==> config.mk <==
export PLATFORM = sky130hd
export DESIGN_NAME = keypad_entry
export DESIGN_NICKNAME = d
export VERILOG_FILES = /design/src/rtl/keypad_pkg.sv /design/src/rtl/scan_tick_gen.sv /design/src/rtl/keypad_entry.sv
export SDC_FILE = /design/constraint.sdc
export NUM_CORES = 1
export LEC_CHECK = 0
export ABC_AREA = 1
export BUFFER_PORTS_ARGS = -buffer_cell sky130_fd_sc_hd__buf_2
export CAP_MARGIN = 25
export CORE_UTILIZATION = 65
export DETAILED_ROUTE_END_ITERATION = 12
export PLACE_DENSITY_LB_ADDON = 0.2
export SYNTH_ARGS = -nofsm -noshare
export SYNTH_HDL_FRONTEND = slang
export SYNTH_HIERARCHICAL = 1
export SYNTH_SLANG_ARGS = --single-unit
==> constraint.sdc <==
create_clock -name clk -period 9.3 [get_ports clk]
set_clock_uncertainty 0.2 [all_clocks]
set_input_delay 1.86 -clock clk [delete_from_list [all_inputs] [get_ports clk]]
set_output_delay 1.86 -clock clk [all_outputs]
set_load 0.01 [all_outputs]
==> src/rtl/keypad_pkg.sv <==
// Shared types and constants for the 4x4 keypad scanner and decimal entry accumulator.
package keypad_pkg;

   typedef enum logic [1:0] {
      ST_SCAN,
      ST_DEBOUNCE,
      ST_HELD,
      ST_RELEASE
   } state_t;

   localparam logic [3:0]  KEY_BKSP  = 4'hA;
   localparam logic [3:0]  KEY_CLR   = 4'hB;
   localparam logic [3:0]  KEY_ENTER = 4'hC;
   localparam logic [13:0] MAX_ENTRY = 14'd9999;

   // Lowest-index active-low row; only meaningful when at least one row is low.
   function automatic logic [1:0] low_row(input logic [3:0] rows);
      logic [1:0] idx;
      idx = 2'd0;
      for (int i = 3; i >= 0; i--) begin
         if (!rows[i]) idx = 2'(i);
      end
      return idx;
   endfunction

endpackage

==> src/rtl/scan_tick_gen.sv <==
// One-clock scan_tick every CLK_DIV clocks, from a down-counter with terminal-count reload.
module scan_tick_gen #(
   parameter int CLK_DIV = 100_000
) (
   input  logic clk,
   input  logic reset,
   output logic scan_tick
);

   localparam int DW = (CLK_DIV > 1) ? $clog2(CLK_DIV) : 1;

   logic [DW-1:0] div;

   always_ff @(posedge clk) begin
      if (!reset) begin
         div       <= '0;
         scan_tick <= 1'b0;
      end else if (div == '0) begin
         div       <= DW'(CLK_DIV - 1);
         scan_tick <= 1'b1;
      end else begin
         div       <= div - 1'b1;
         scan_tick <= 1'b0;
      end
   end

endmodule

==> src/rtl/keypad_entry.sv <==
// 4x4 keypad scanner with press/release debounce and a 0..9999 decimal entry accumulator.
//
// state      | meaning
// -----------+-------------------------------------------------------------
// SCAN       | rotate active column each tick until a row reads low
// DEBOUNCE   | count consecutive low samples of the captured row
// HELD       | key accepted, column frozen, other keys ignored
// RELEASE    | count consecutive all-high samples before resuming scan
module keypad_entry
   import keypad_pkg::*;
#(
   parameter int CLK_DIV        = 100_000,
   parameter int DEBOUNCE_TICKS = 4        // must be >= 2
) (
   input  logic        clk,
   input  logic        reset,
   output logic [3:0]  colDrive,
   input  logic [3:0]  rowSense,
   output logic [3:0]  keyCode,
   output logic        keyValid,
   output logic [13:0] entry,
   output logic [13:0] number,
   output logic        numberValid
);

   localparam int            CW       = $clog2(DEBOUNCE_TICKS + 1);
   localparam logic [CW-1:0] CNT_DONE = CW'(DEBOUNCE_TICKS);

   state_t        state;
   logic [1:0]    col;
   logic [1:0]    row_cap;
   logic [CW-1:0] cnt;
   logic          scan_tick;
   logic          row_any_low;
   logic          cap_low;
   logic [16:0]   digit_ext;

   scan_tick_gen #(.CLK_DIV(CLK_DIV)) u_tick (
      .clk       (clk),
      .reset     (reset),
      .scan_tick (scan_tick)
   );

   assign colDrive    = ~(4'b0001 << col);
   assign row_any_low = ~&rowSense;
   assign cap_low     = ~rowSense[row_cap];
   // 17 bits so 9999*10+9 cannot wrap before the range check
   assign digit_ext   = ({3'b000, entry} * 17'd10) + {13'd0, keyCode};

   always_ff @(posedge clk) begin
      if (!reset) begin
         state    <= ST_SCAN;
         col      <= 2'd0;
         row_cap  <= 2'd0;
         cnt      <= '0;
         keyCode  <= 4'd0;
         keyValid <= 1'b0;
      end else begin
         keyValid <= 1'b0;
         if (scan_tick) begin
            case (state)
               ST_SCAN: begin
                  if (row_any_low) begin
                     row_cap <= low_row(rowSense);
                     cnt     <= CW'(1);
                     state   <= ST_DEBOUNCE;
                  end else begin
                     col <= col + 2'd1;
                  end
               end
               ST_DEBOUNCE: begin
                  if (!cap_low) begin
                     state <= ST_SCAN;
                  end else if (cnt + 1'b1 == CNT_DONE) begin
                     keyCode  <= {row_cap, col};
                     keyValid <= 1'b1;
                     state    <= ST_HELD;
                  end else begin
                     cnt <= cnt + 1'b1;
                  end
               end
               ST_HELD: begin
                  if (!row_any_low) begin
                     cnt   <= CW'(1);
                     state <= ST_RELEASE;
                  end
               end
               ST_RELEASE: begin
                  if (row_any_low) begin
                     state <= ST_HELD;
                  end else if (cnt + 1'b1 == CNT_DONE) begin
                     col   <= col + 2'd1;
                     state <= ST_SCAN;
                  end else begin
                     cnt <= cnt + 1'b1;
                  end
               end
               default: state <= ST_SCAN;
            endcase
         end
      end
   end

   // Acts on the registered keyCode one clock after the keyValid pulse.
   always_ff @(posedge clk) begin
      if (!reset) begin
         entry       <= 14'd0;
         number      <= 14'd0;
         numberValid <= 1'b0;
      end else begin
         numberValid <= 1'b0;
         if (keyValid) begin
            if (keyCode <= 4'd9) begin
               if (digit_ext <= {3'b000, MAX_ENTRY}) entry <= digit_ext[13:0];
            end else if (keyCode == KEY_BKSP) begin
               entry <= entry / 14'd10;
            end else if (keyCode == KEY_CLR) begin
               entry <= 14'd0;
            end else if (keyCode == KEY_ENTER) begin
               number      <= entry;
               entry       <= 14'd0;
               numberValid <= 1'b1;
            end
         end
      end
   end

endmodule

* After elaboration in Yosys (flattened, before gate mapping) *
Cells that the tools add are included.

operators by class
  add/subtract/negate cells = 4
  multiply operators = 1
  divide/modulo/power cells = 1
  order comparisons = 3
  equal/unequal tests = 16
  shift-type cells = 1
  multiplexer cells = 32
  bitwise logic cells = 10
  reductions and logical operators = 15

operator list
  operator               number
  $mux 14                5
  $mux 2                 13
  $reduce_and 5->1       4
  $add 17x4->17          1
  $le 17x14->1 const B   1
  $logic_not 17->1       1
  $mux 17                1
  $sub 17x1->17 const B  1
  $mul 14x3->16 const B  1
  $mux 3                 5
  $div 14x4->14 const B  1
  $eq 4x4->1 const B     3
  $ne 2x2->1 const B     6
  $pmux 3 s4             1
  $not 1->1              9
  $pmux 2 s4             1
  $reduce_and 4->1       2
  $ne 3x3->1 const B     2
  $reduce_and 3->1       2
  $reduce_or 5->1        1
  $eq 2x2->1 const B     2
  $le 4x4->1 const B     1
  $mux 1                 4
  $not 4->4              1
  other kinds (14)       14

storage, ports and cells
  bits in registers = 61
  input bits = 6
  output and inout port bits = 38

* Longest topological paths before layout *
  word-level depth = 5
  gate-level depth with buffers = 45
  mapped depth without buffers = 45

* Hierarchy *
Netlist, hierarchy kept.

by module, submodules not included
  module         instances  cells an instance  area an instance (um^2)
  keypad_entry   1          540                3,751.1
  scan_tick_gen  1          122                925.9

* Worst setup path after synthesis *
No wires, ideal clock.

  path kind = reg2reg
  start point = reg entry[1]
  end point = reg entry[13]
  library setup time = 0.086 ns
  arrival time = 3.972 ns
  slack = 5.043 ns
  cell stages (with the launch flop) = 18
  period minus slack after synthesis = 4.257 ns
  path through = dfxtp_1 -> ha_1 -> ha_1 -> inv_1 -> fa_1 -> nor3_1 -> or3b_2 -> nor2_1 -> inv_1 -> nor4_1 -> nand2_1 -> nor4_1 -> xor2_1 -> o21ai_0 -> nand2_1 -> clkbuf_1 -> a31oi_1 -> a211oi_1

on the way
  word-level cells in the longest chain between the ends = 5
  elaborated cells between the ends (all ways) = 9

RTL lines
  item                                                                   RTL line             text
  from (decl)                                                            keypad_entry.sv:21   output logic [13:0] entry,
  from (signal assigned)                                                 keypad_entry.sv:114  if (digit_ext <= {3'b000, MAX_ENTRY}) entry <= digit_ext[13:0];
  from (signal assigned)                                                 keypad_entry.sv:116  entry <= entry / 14'd10;
  parallel branches: the longest is 5 deep, another holds $div 14x4->14  n/a

Several ways; the timed one is not identified. The select of a mux whose other input is x is not followed.
A chain may end at the register's enable or synchronous reset.

* Worst setup path after layout *
  start point = reg entry[1]
  end point = reg entry[0]

Same word-level chain as after synthesis.

==> metrics.md <==
| Metric | Value |
|---|---|
| Synthesized net count | `704` |
| Final WL | `10900 microns` |
| Setup violators final | `0` |
| Worst path cell trace | `ha_1 > ha_1 > inv_1 > fa_1 > nor3_1 > or3b_2 > nor2_1 > inv_1 > nor4_1 > nand2_1 > nor4_1 > xor2_1 > o21ai_0 > nand2_1 > inv_1 > o21ai_0 > a21oi_2` |
| Synth top area share | `26.1%` |
| First-pass GRT wire length | `18400 microns` |
| CTS tree | `yes` |
| Die Wd | `86.8 microns` |
| Synth top area cells | `dfxtp_1 (26%), ha_1 (9.1%), nand2_1 (8.8%)` |
| Multi-input combinational cell area | `0.00302 sq mm` |
| Top_reg_cell synth | `dfxtp_1` |
| Register area share after synthesis | `26.1%` |
| CP arrival | `5010 ps` |
| Antenna violations before repair | `0` |
| Most frequent CP cell | `inv_1` |
| Storage cell area | `between 0.001 and 0.0015 sq mm` |
| Critical path type | `reg2reg` |
| Initial Util | `68.1%` |
| Max stage delay on crit path | `about 660 ps` |
| Data required, critical path | `9330 ps` |
| Buffers on Ports | `43` |
| Via/cell ratio | `5.57` |
| CP endpoint kind | `register` |
| Ys async rst share | `0%` |
| Unrepaired setup endpoints after global routing | `no` |
| Io pins | `44` |
| Post-synthesis cell count | `roughly 660` |
| Unique masters post-synth | `45` |
| Gr usage total | `30.5%` |
| Post-synth EDFFs | `0` |
| Crit-path max FO | `27` |
| Antenna Nets Post-Route | `0` |
| Per-cell routed wire length | `13.4 microns` |
| Fin. Hold Viols | `0` |
| PwrDens | `between 150 and 200 mW/mm^2` |
| MaxCap Viol Count | `0` |
| Row count | `30` |
| #FFs+latches synth | `roughly 60` |
| Total gr overflow | `0` |
| Largest area contributor in the netlist | `dfxtp_1` |
| Clock Pin Slew Worst Setup and Hold Paths | `around 70 ps` |
| FILL cells | `502` |
| Area Overhead vs Synth | `11.9%` |
| Root buf cell | `clkbuf_8` |
| Final Max Slew Viols | `0` |
| Yosys warnings | `6` |
| Setup TNS | `0 ps` |
| Fmax | `0.201 GHz` |
| Post-CTS setup buffers | `0` |
| Final HPWL DP | `7840 microns` |
| N_diodes | `0` |
| Clock buffer depth | `2` |
| CTS Hold Buffers Added | `0` |
| Global placement routability congestion | `0.835` |
| Layout cells sized above 1 | `19.0%` |
| Min-Delay Path Class | `reg2reg` |
| Worst skew pair latency | `~340 ps` |
| Outcome | `complete, no violations` |
| PostCTS Resize Cnt | `0` |
| Post-Syn Area per Cell | `7.06 sq um` |
| Worst VDD drop | `0.000122 V` |
| DR DRC count | `0` |
| Util after Layout | `between 70% and 80%` |
| Vias in the first global route | `4087` |
| Leakage | `~2.6 nW` |
| Die ar. | `0.00754 sq mm` |
| H-tree Lvls | `3` |
| Cell area after synthesis | `0.00468 sq mm` |
| Final min period | `~5000 ps` |
| Largest net degree at the start of global routing | `37` |
| CTS Buf Count | `9` |
| Overall power | `between 0.9 and 1 mW` |
| Critical path's slowest cell | `nand2_1` |
| Die height | `86.8 microns` |
| Slew of the pin with the lowest slew margin | `873 ps` |
| Startpoint types | `register` |
| Total number of vias | `4514` |
| CTS Sinks | `61` |
| DR iter-0 viols | `about 220` |
| Final period utilization | `53.6%` |
| # nets final | `751` |
| DRT Pass-1 Iters | `5` |
| Slew margin rel. | `a little over two fifths` |
| Core Footprint | `0.00687 sq mm` |
-- layout make-up --
cell class / instances / area share, %
Inverter: 104 / 7.46
Multi-Input combinational cell: 488 / 57.8
Clock buffer: 12 / 2.77
Sequential cell: 61 / 23.3
Timing Repair Buffer: 45 / 4.54
Clock inverter: 4 / 1.82
Tap cell: 96 / 2.29
-- where the power goes --
part	switching, mW	total (mW)	internal [mW]
clock network	0.105	0.291	0.185
registers	0.0350	0.331	0.296
logic	0.184	0.287	0.103
-- state kept, by name, indices dropped and copies added, names as in the netlist --
register and cells:
row_cap 2, number 14, state 2, entry 14, numberValid 1, u_tick/div 17, u_tick/scan_tick 1, col 2
keyValid 1, keyCode 4, cnt 3
-- metrics by stage --
step                setup slack (ps)  hold WS (ps)  cells  area [sq um]
CTS                             4350           243    809          5230
floorplan                       5040           247    662          4680
global route                    3900           269    810          5230
detailed placement              4430           234    793          4990
global placement                4620           229    792          4970
finish                          4320           239    810          5230
-- cells in the mapped netlist (all sizes together), types with 5 or more instances --
cell type	number
nand2	145
inv	103
a21oi	62
dfxtp	61
nor2	59
nand3	53
o21ai	41
ha	34
xor2	23
nand4	12
clkbuf	8
xnor2	7
nand3b	6
o21bai	6
a221oi	5
nor3	5
or2	5
-- cell families (layout without fill, tap and decap cells) --
family	after synthesis	after routing	synth area share, %
simple gates	291	291	33.1
fa+ha+maj	36	36	9.95
xor+xnor	30	30	5.62
flops	61	61	26.1
buf+inv	113	165	9.23
compound gates	131	131	16.0
-- path summary, 6_finish.rpt --
| check | startpoint | end | slack, ps | cells past startpoint |
|---|---|---|---|---|
| hold reg to reg | number[6] | number[6] | 240 | 2 |
| setup / recovery | entry[1] | entry[0] | 4320 | 17 |
| hold / removal | number[6] | number[6] | 240 | 2 |
| setup reg to reg | entry[1] | entry[0] | 4320 | 17 |
-- per-layer routing --
| layer | track usage (%) | part of all wire [%] | vias up |
|---|---|---|---|
| li1 | - | - | 2281 |
| met1 | 39.4 | 45 | 2071 |
| met2 | 50.4 | 48 | 143 |
| met3 | 5.90 | 5.2 | 19 |
| met4 | 10.9 | 1.8 | 0 |
| met5 | 0 | 0 | - |
-- worst max-delay path: cells and delay by family (launching register included) --
family,cells,cell delay [ps]
AOI/OAI and AO/OA,3,380
xor gates and xnor gates,1,200
adders and majority gates,3,980
buffers and inverters,3,290
DFF,1,510
and+or+nand+nor,7,2340
-- cell usage in the layout (no fill, tap or decap), types with 4 or more instances in the layout --
cell type and instances:
nand4_1 12, o21ai_0 37, nand2_2 21, nand2_4 14, a31oi_1 4, xor2_1 23
buf_2 43, a211oi_1 4, a221oi_1 5, nor2_4 4, nand2_1 110, or2_2 5
ha_1 34, clkbuf_8 10, a21oi_1 60, o21bai_1 6, nand3b_1 6, nor2_2 6
nor3_1 5, nand3_1 41, xnor2_1 7, nor2_1 48, inv_1 94, dfxtp_1 61
inv_2 9, nand3_2 10
No activity file was read; power rests on OpenSTA's default activity.
